`src/rtl/posit_encoder.sv`:
```
// posit_encoder
//   Packs decoded posit fields (sign, regime value k, 3-bit exponent,
//   mantissa with hidden bit at bit 31, ZERO/NAR flags) into a 32-bit
//   posit word, es = 3. The result is sign-magnitude, i.e. the exact
//   inverse of the posit decoder; no two's complement is applied.
//
//   Build option: define POSIT_ENC_ROUND_EN for round-to-nearest-even
//   with saturation at maxpos; leave it undefined for truncation. Latency
//   is the same in both builds.
//
// Ports
//   clk        system clock, rising edge
//   rst        asynchronous active-low reset
//   start      request, sampled only in IDLE
//   received   consumer has taken the result, sampled only in DONE
//   sign       sign bit, copied to posit bit 31
//   k          signed regime value, clamped to [-30, 30]
//   exp_value  exponent field
//   mantissa   {hidden 1, fraction[30:0]}; bit 31 is ignored
//   ZERO       encode zero
//   NAR        encode NaR (wins over ZERO)
//   posit_num  encoded posit, registered
//   done       result valid, held until received
module posit_encoder (
  input  logic              clk,
  input  logic              rst,
  input  logic              start,
  input  logic              received,
  input  logic              sign,
  input  logic signed [5:0] k,
  input  logic [2:0]        exp_value,
  input  logic [31:0]       mantissa,
  input  logic              ZERO,
  input  logic              NAR,
  output logic [31:0]       posit_num,
  output logic              done
);

  typedef enum logic [2:0] {
    IDLE   = 3'd0,
    CHECK  = 3'd1,
    REGIME = 3'd2,
    TERM   = 3'd3,
    PACK   = 3'd4,
    ROUND  = 3'd5,
    DONE   = 3'd6
  } state_t;

  localparam logic [63:0] ACC_MSB = 64'h8000_0000_0000_0000;

  state_t             state_r;
  state_t             state_s;
  logic               chk_cyc_r;
  logic               sign_r;
  logic signed [5:0]  k_r;
  logic [2:0]         exp_r;
  logic [30:0]        frac_r;
  logic               zero_r;
  logic               nar_r;
  logic [63:0]        acc_r;
  logic [6:0]         pos_r;
  logic [5:0]         cnt_r;
  logic               rbit_r;
  logic signed [5:0]  k_clamp_s;
  logic [30:0]        body_s;
  logic [30:0]        rounded_s;
`ifdef POSIT_ENC_ROUND_EN
  logic               guard_s;
  logic               sticky_s;
  logic               round_up_s;
`endif

  // Clamp the incoming regime value to the representable range [-30, 30].
  always_comb begin
    k_clamp_s = k;
    if (k < -6'sd30) begin
      k_clamp_s = -6'sd30;
    end else if (k > 6'sd30) begin
      k_clamp_s = 6'sd30;
    end else begin
      k_clamp_s = k;
    end
  end

  // Final body: rounded (nearest-even, saturating at maxpos) or truncated.
  always_comb begin
    body_s = acc_r[63:33];
`ifdef POSIT_ENC_ROUND_EN
    guard_s    = acc_r[32];
    sticky_s   = |acc_r[31:0];
    // An all-ones body is maxpos; rounding it up would wrap, so hold it.
    round_up_s = guard_s & (sticky_s | body_s[0]) & ~(&body_s);
    rounded_s  = body_s + {30'd0, round_up_s};
`else
    rounded_s  = body_s;
`endif
  end

  // Next-state logic.
  always_comb begin
    state_s = state_r;
    case (state_r)
      IDLE: begin
        if (start) state_s = CHECK;
        else       state_s = IDLE;
      end
      CHECK: begin
        // First CHECK cycle registers the regime setup; the decision follows.
        if (!chk_cyc_r)           state_s = CHECK;
        else if (nar_r || zero_r) state_s = DONE;
        else                      state_s = REGIME;
      end
      REGIME: begin
        if (cnt_r == 6'd1) state_s = TERM;
        else               state_s = REGIME;
      end
      TERM:    state_s = PACK;
      PACK:    state_s = ROUND;
      ROUND:   state_s = DONE;
      DONE: begin
        if (received) state_s = IDLE;
        else          state_s = DONE;
      end
      default: state_s = IDLE;
    endcase
  end

  // State register.
  always_ff @(posedge clk or negedge rst) begin
    if (!rst) state_r <= IDLE;
    else      state_r <= state_s;
  end

  // Input latch, regime serialiser, packing and registered outputs.
  always_ff @(posedge clk or negedge rst) begin
    if (!rst) begin
      chk_cyc_r <= 1'b0;
      sign_r    <= 1'b0;
      k_r       <= 6'sd0;
      exp_r     <= 3'd0;
      frac_r    <= 31'd0;
      zero_r    <= 1'b0;
      nar_r     <= 1'b0;
      acc_r     <= 64'd0;
      pos_r     <= 7'd0;
      cnt_r     <= 6'd0;
      rbit_r    <= 1'b0;
      posit_num <= 32'd0;
      done      <= 1'b0;
    end else begin
      case (state_r)
        IDLE: begin
          chk_cyc_r <= 1'b0;
          if (start) begin
            sign_r <= sign;
            k_r    <= k_clamp_s;
            exp_r  <= exp_value;
            // Bit 31 is the implied hidden one and carries no information.
            frac_r <= mantissa[30:0] | {30'd0, mantissa[31] & 1'b0};
            zero_r <= ZERO;
            nar_r  <= NAR;
          end
        end
        CHECK: begin
          if (!chk_cyc_r) begin
            chk_cyc_r <= 1'b1;
            acc_r     <= 64'd0;
            pos_r     <= 7'd0;
            if (k_r >= 6'sd0) begin
              cnt_r  <= $unsigned(k_r + 6'sd1);
              rbit_r <= 1'b1;
            end else begin
              cnt_r  <= $unsigned(-k_r);
              rbit_r <= 1'b0;
            end
          end else if (nar_r) begin
            posit_num <= 32'h8000_0000;
            done      <= 1'b1;
          end else if (zero_r) begin
            posit_num <= 32'h0000_0000;
            done      <= 1'b1;
          end
        end
        REGIME: begin
          // acc starts cleared, so only 1 bits need writing.
          if (rbit_r) acc_r <= acc_r | (ACC_MSB >> pos_r);
          pos_r <= pos_r + 7'd1;
          cnt_r <= cnt_r - 6'd1;
        end
        TERM: begin
          if (!rbit_r) acc_r <= acc_r | (ACC_MSB >> pos_r);
          pos_r <= pos_r + 7'd1;
        end
        PACK: begin
          acc_r <= acc_r | ({exp_r, frac_r, 30'd0} >> pos_r);
        end
        ROUND: begin
          posit_num <= {sign_r, rounded_s};
          done      <= 1'b1;
        end
        DONE: begin
          if (received) done <= 1'b0;
        end
        default: begin
          done <= 1'b0;
        end
      endcase
    end
  end

endmodule

```
`config.mk`:
```
export PLATFORM = sky130hd
export DESIGN_NAME = posit_encoder
export DESIGN_NICKNAME = d
export VERILOG_FILES = /design/src/rtl/posit_encoder.sv
export SDC_FILE = /design/constraint.sdc
export NUM_CORES = 1
export LEC_CHECK = 0
export BUFFER_PORTS_ARGS = -buffer_cell sky130_fd_sc_hd__clkbuf_2
export CAP_MARGIN = 10
export CORE_UTILIZATION = 40
export DETAILED_ROUTE_END_ITERATION = 12
export PLACE_DENSITY = 0.65
export SYNTH_ARGS = -nofsm -noshare
export SYNTH_HDL_FRONTEND = slang
export SYNTH_SLANG_ARGS = --single-unit
export TNS_END_PERCENT = 30
```
`constraint.sdc`:
```
create_clock -name clk -period 2.98 [get_ports clk]
set_input_delay 0.298 -clock clk [delete_from_list [all_inputs] [get_ports clk]]
set_output_delay 0.298 -clock clk [all_outputs]
set_load 0.1 [all_outputs]
```
==> key figures, run 1 <==
Outcome
  • Outcome: finished, violations left
  • Failing checks: hold timing

Clock tree
  • Clock Sinks: 122
  • Hold_buf cts: 0
  • Clock root cell: clkbuf_16
  • Clock latency on the worst-skew pair: 0.43 ns
  • Worst-path clk slew: ~0.060 ns
  • H-tree depth: 4
  • Setup repair bufs after CTS: 0
  • CTS tree: done
  • CTS Buf Count: 17
  • CTS resizes: 0
  • Clk buf depth: 2

Timing
  • Final setup violating endpoints: 0
  • Fin crit share: 82.9%
  • Relative slew slack: 28.8%
  • Final setup TNS: 0 ns
  • Fin. max-slew vios: 0
  • RSZ-0062 raised after global routing: false
  • FMAX: between 0.4 and 0.5 GHz
  • Worst-margin pin slew: around 1.1 ns
  • Final hold vios: 24
  • Clock skew: roughly 0.014 ns
  • Setup WS post-layout: between 0.5 and 0.6 ns
  • Final worst path period need: 2.47 ns
  • Hold_ws: -0.0120 ns

Critical path
  • R2R Path End: acc_r[49]
  • CP max FO: 18
  • Data arrival, critical path: between 2 and 3 ns
  • Crit-path slowest cell: nor2b_1
  • Cell family with most CP delay: simple AND/OR/NAND/NOR gates
  • Worst R2R Setup Slack: about 0.51 ns
  • Critical path capture point type: flop
  • CP Launch Type: flop
  • RR Startpoint: state_r[2]
  • CP bufs+invs: 0
  • Worst reg-to-reg path cell count: 5
  • Crit Path Category: reg -> reg
  • CP peak stage delay: 0.85 ns
  • Worst EP required: 3.33 ns
  • Crit-path cells: nor4b_2 -> a211oi_1 -> nor2b_1 -> o21ai_0 -> a21oi_1

Finish
  • Diode count: 0
  • Share of cells above drive strength 1: between 20 and 30%
  • Finished Layout Cells: about 900
  • Area Overhead vs Synth: 17.3%
  • Nets: 719

Synthesis
  • Top-area cell type share of the netlist area: between 40% and 50%
  • Post-synthesis net count: between 600 and 700
  • Sequential cell area fraction in the yosys report: a little under half
  • Mean post-synth cell area: around 11 sq um
  • Gate count after technology mapping: 600
  • FF+latch count, synth: ~120
  • Count leader, synth: dfrtp_1
  • Xor/xnor share of the synthesized area: about 1.3%
  • Fraction of the mapped netlist area in adder cells: less than 1%
  • Mux cell area share after synthesis: between 20% and 30%
  • Leading area contributor after synthesis: dfrtp_1
  • Synth async-reset ratio: 100%
  • Post-Synth Simple-Gate Area: about an eighth
  • Largest family of logic cells by synthesized area: multiplexers
  • Post-synth cell types: 53
  • YS warnings: 0
  • Post-Syn Area: approximately 6700 sq um
  • Main area contributors after synthesis: dfrtp_1 46%, mux2_2 7.2%, mux4_2 6.7%
  • Number of synthesized flops with an enable pin: 0
  • Synth cell count leaders: 122 x dfrtp_1, 53 x nand2_1, 43 x mux2_2, 42 x nor2_1, 33 x a21oi_1
  • Top_reg_cell synth: dfrtp_1
  • Post-synthesis compound-gate area fraction: about 14%

Floorplanning
  • Initial Util: between 40% and 50%
  • Row count: 46
  • Die area: 17,300 sq um
  • Core region area: about 16,000 sq um
  • I/O pins: 81
  • Die H: roughly 130 um
  • Die W: around 130 um

Global routing
  • Global-route wire length before repair: between 20,000 and 30,000 um
  • Largest net degree at the start of global routing: 65
  • Total congestion overflow: 0
  • Antenna violations before repair: 0
  • Total track usage: 20.7%
  • Number of global-route vias before repair: roughly 5,000

Flow run
  • Max Cap Viol: 0

Placement
  • Place WS: between 0.5 and 0.6 ns
  • Cell Count Post-Placement: about 860
  • Detailed Place HPWL: 12,100 um
  • Buffers on Ports: 76
  • GP Congestion: between 0.8 and 0.9

Drt
  • DR vias: 5,124
  • DRT Pass-1 Iters: 5
  • Wire length per cell: 18.6 um
  • Post-route ant nets: 0
  • Via density: 5.73
  • Routed WL: ~17,000 um
  • Drt initial violations: 380
  • DRC: 0

Power
  • Power density over the cells: approximately 1400 nW/um^2
  • Max VDD drop: between 0.0007 and 0.0008 V
  • P_leak: about 3.4 nW
  • Design Power: roughly 0.011 W

Worst hold path
  • Worst Hold Class: in -> async
## cell families (layout without fill, tap and decap cells)
group / after synthesis / after routing
buffers and inverters: 63 / 142
and+or+nand+nor: 168 / 168
adders and majority gates: 5 / 5
muxes: 88 / 88
AOI/OAI and AO/OA: 144 / 144
xor gates and xnor gates: 10 / 10
DFF: 122 / 122
## flip-flops by register name, indices dropped and copies added (netlist names), 3 cells and up
register   flops
posit_num     32
acc_r         31
frac_r        28
pos_r          7
cnt_r          6
k_r            6
exp_r          3
state_r        3
## cells in the final DEF (no fill, tap or decap), types with 6 or more instances in the layout
cell and instances:
mux2_2 43, o211ai_1 9, mux4_1 12, mux4_2 20, buf_4 21, inv_1 13
a22o_1 31, dfrtp_1 121, a31oi_1 18, nand4_1 9, inv_6 7, xor2_1 6
clkbuf_2 75, nor2_1 42, o21ai_0 29, nor3_1 11, nand3_1 18, mux2i_1 13
clkbuf_16 17, a21oi_1 33, nand2_1 53
## area by class of cell
cell class | count | area (sq um)
timing repair buffer | 97 | 553
fill | 1489 | 8260
sequential | 122 | 3050
tap | 216 | 270
inverter | 13 | 48.8
clock buffer | 18 | 439
multi-input combinational | 415 | 3330
clock inverter | 14 | 158
## per-layer routing
layer | track usage [%] | vias to the layer above | share of wire (%)
li1 | - | 2406 | -
met1 | 29.3 | 2544 | 47
met2 | 31.5 | 149 | 47
met3 | 4.59 | 25 | 4.8
met4 | 6.91 | 0 | 1.8
met5 | 0 | - | 0
## report_power, final
part | leakage, nW | internal [W] | switching, W | total, W
Clock | 0.285 | 0.00127 | 0.000806 | 0.00207
Sequential | 1.53 | 0.00240 | 0.000789 | 0.00319
Combinational | 1.60 | 0.00203 | 0.00341 | 0.00543
Total | 3.41 | 0.00569 | 0.00500 | 0.0107
## how the worst max path moves through the flow
stage	startpoint	endpoint	slack, ns	cells after the start
finish	state_r[2]	acc_r[49]	0.51	5
detailed placement	state_r[2]	acc_r[49]	0.51	5
global placement	pos_r[0]	acc_r[44]	0.59	5
CTS	state_r[2]	acc_r[49]	0.47	5
global route	state_r[2]	acc_r[47]	0.24	5
floorplan	pos_r[0]	acc_r[38]	0.96	6
## metrics by stage
stage	hold slack (ns)	utilization (%)	cell area (sq um)
5_1_grt	0.0476	48.7	7860
4_1_cts	0.0141	48.7	7860
2_1_floorplan	0.00241	-	6690
3_3_place_gp	0.446	45.0	7260
3_5_place_dp	0.464	45.0	7260
6_report	-0.0120	48.7	7860
Note: power is estimated with default switching activity, not from simulation.
==> inputs of run 2 (changes only) <==
==> constraint.sdc (replaced) <==
create_clock -name clk -period 2.4 [get_ports clk]
set_input_delay 0.24 -clock clk [delete_from_list [all_inputs] [get_ports clk]]
set_output_delay 0.24 -clock clk [all_outputs]
set_load 0.1 [all_outputs]
==> run 2 against run 1 <==
The flow now finishes without violations. Core utilization grew 0.90 points. Flip-flop and latch count did not move. Global-route usage up 0.54 points. Clock power increased by 23%. Power up 26%. Wire length grew 3.8%.
==> key figures, run 2 (synthesis results as in run 1) <==
Finish
  • Register area: 3060 sq um (was 3050 sq um)
  • Layout fillers: 1,468 (was 1,489)
  • Most common cell after layout, fill and taps aside: dfrtp_1 (unchanged)
  • Biggest regs: posit_num x32, acc_r x31, frac_r x28 (unchanged)
  • Share of cells above drive strength 1: 31.5% (was 29.7%)
  • Diode count: 0 (unchanged)
  • Most frequent cells in the layout: 121 x dfrtp_1, 75 x clkbuf_2, 53 x nand2_1 (unchanged)
  • Multi-input logic area: 3330 sq um (about the same)
  • Biggest register: posit_num (unchanged)
  • Area Overhead vs Synth: 19.5% (was 17.3%)
  • Nets: 735 (was 719)
  • Max reg flops: 32 (unchanged)

Timing
  • FMAX: 0.444 GHz (was 0.405 GHz)
  • Fin crit share: 93.8% (was 82.9%)
  • Clock skew: 0.00722 ns (was 0.0139 ns)
  • Relative slew slack: 48.6% (was 28.8%)
  • RSZ-0062 raised after global routing: false (unchanged)
  • Final worst path period need: 2.25 ns (was 2.47 ns)
  • Fin. max-slew vios: 0 (unchanged)
  • Hold_ws: 0.0485 ns (was -0.0120 ns)
  • Worst-margin pin slew: 0.768 ns (was 1.07 ns)
  • Final setup violating endpoints: 0 (unchanged)
  • Final setup TNS: 0 ns (unchanged)
  • Final hold vios: 0 (was 24)

Clock tree
  • H-tree depth: 4 (unchanged)
  • CTS tree: done (unchanged)
  • Clock Sinks: 122 (unchanged)
  • Clock root cell: clkbuf_16 (unchanged)
  • Clock latency on the worst-skew pair: 0.42 ns (was 0.43 ns)
  • CTS Buf Count: 17 (unchanged)
  • Clk buf depth: 2 (unchanged)
  • Setup repair bufs after CTS: 0 (unchanged)
  • Worst-path clk slew: 0.06 ns (about the same)

Critical path
  • CP Launch Type: flop (unchanged)
  • CP bufs+invs: 0 (unchanged)
  • Crit-path cells: or4b_1 -> a22oi_2 -> o221ai_1 -> a221oi_1 -> nor2_1 (was nor4b_2 -> a211oi_1 -> nor2b_1 -> o21ai_0 -> a21oi_1)
  • Crit Path Category: reg -> reg (unchanged)
  • Crit-path slowest cell: dfrtp_1 (was nor2b_1)
  • CP max FO: 16 (was 18)
  • Cell family with most CP delay: compound AO/OA/AOI/OAI gates (was simple AND/OR/NAND/NOR gates)
  • Worst R2R Setup Slack: 0.15 ns (was 0.51 ns)
  • CP peak stage delay: 0.59 ns (was 0.85 ns)
  • Data arrival, critical path: 2.54 ns (was 2.82 ns)
  • Worst EP required: 2.69 ns (was 3.33 ns)
  • Critical path capture point type: flop (unchanged)

Power
  • Max VDD drop: 0.000784 V (was 0.000794 V)
  • P_leak: 3.49 nW (was 3.41 nW)
  • Power density over the cells: 1690 nW/um^2 (was 1360 nW/um^2)

Floorplanning
  • Die H: 131 um (unchanged)
  • Row count: 46 (unchanged)
  • Core region area: 16,100 sq um (unchanged)
  • Die area: 17,300 sq um (unchanged)
  • Die W: 131 um (unchanged)
  • I/O pins: 81 (unchanged)
  • Initial Util: 41.5% (unchanged)

Drt
  • Wire length per cell: 18.9 um (was 18.6 um)
  • Via density: 5.76 (was 5.73)
  • Post-route ant nets: 0 (unchanged)
  • DRT Pass-1 Iters: 5 (unchanged)
  • Routed WL: 17,200 um (was 16,600 um)
  • DRC: 0 (unchanged)
  • Drt initial violations: 466 (was 380)
  • DR vias: 5,243 (was 5,124)

Worst hold path
  • Worst Hold Class: in -> reg (was in -> async)

Placement
  • Detailed Place HPWL: 12,600 um (was 12,100 um)
  • GP Congestion: 0.854 (was 0.893)
  • Buffers on Ports: 76 (unchanged)

Global routing
  • Antenna violations before repair: 0 (unchanged)
  • Number of global-route vias before repair: 5,166 (was 5,010)
  • Total congestion overflow: 0 (unchanged)
  • Global-route wire length before repair: 28,700 um (was 27,900 um)
  • Largest net degree at the start of global routing: 74 (was 65)
  • Total track usage: 21.3% (was 20.7%)

Outcome
  • Outcome: finished clean (was finished, violations left)

Flow run
  • Max Cap Viol: 0 (unchanged)
run 2: final timing paths:
path / to / cells past startpoint / startpoint
setup / recovery: acc_r[34] / 5 / state_r[2]
hold / removal: frac_r[15] / 2 / mantissa[15]
setup reg to reg: acc_r[34] / 5 / state_r[2]
hold reg to reg: posit_num[31] / 2 / posit_num[31]
max in group asynchronous: pos_r[0] / 3 / rst
min in group asynchronous: posit_num[31] / 2 / rst
run 2: layer usage:
layer / vias to the layer above / wire [um] / track usage [%]
met5: - / 0 / 0
met4: 0 / 280 / 8.91
met3: 23 / 719 / 3.67
met2: 166 / 8180 / 32.7
met1: 2613 / 8060 / 29.7
li1: 2441 / - / -
run 2: metrics by stage:
step / instances / util, % / cell area, sq um / power (W) / setup slack [ns]
after floorplan: 600 / - / 6690 / 0.00915 / 0.381
after global placement: 878 / 45.9 / 7400 / 0.0108 / 0.126
after detailed placement: 878 / 45.9 / 7400 / 0.0109 / 0.0625
after CTS: 911 / 49.6 / 8000 / 0.0135 / 0.0531
after global routing: 911 / 49.6 / 8000 / 0.0144 / 0.0139
final: 911 / 49.6 / 8000 / 0.0135 / 0.149
run 2: layout make-up:
type | instances | area share [%]
inverters | 13 | 0.610
clock buffers | 17 | 5.32
flip-flops and latches | 122 | 38.2
well taps | 216 | 3.38
repair buffers | 113 | 8.76
multi-input cells | 415 | 41.7
clock inverters | 15 | 2.05
run 2: worst reg2reg max path: stages, from the launching register on:
cell	delay, ns
dfrtp_1	0.59
or4b_1	0.58
a22oi_2	0.26
o221ai_1	0.29
a221oi_1	0.35
nor2_1	0.06
run 2: power by group:
group          switching [W]  leakage, nW  internal (W)  total, W
clock                0.00100        0.285       0.00154   0.00255
sequential          0.000894         1.53       0.00298   0.00388
combinational        0.00439         1.68       0.00270   0.00709
run 2: repair_timing:
action | CTS | global route
resized for setup | 0 | 3
hold buffers | 1 | 0
setup endpoints to repair | 0 | 5
hold endpoints to repair | 23 | 0
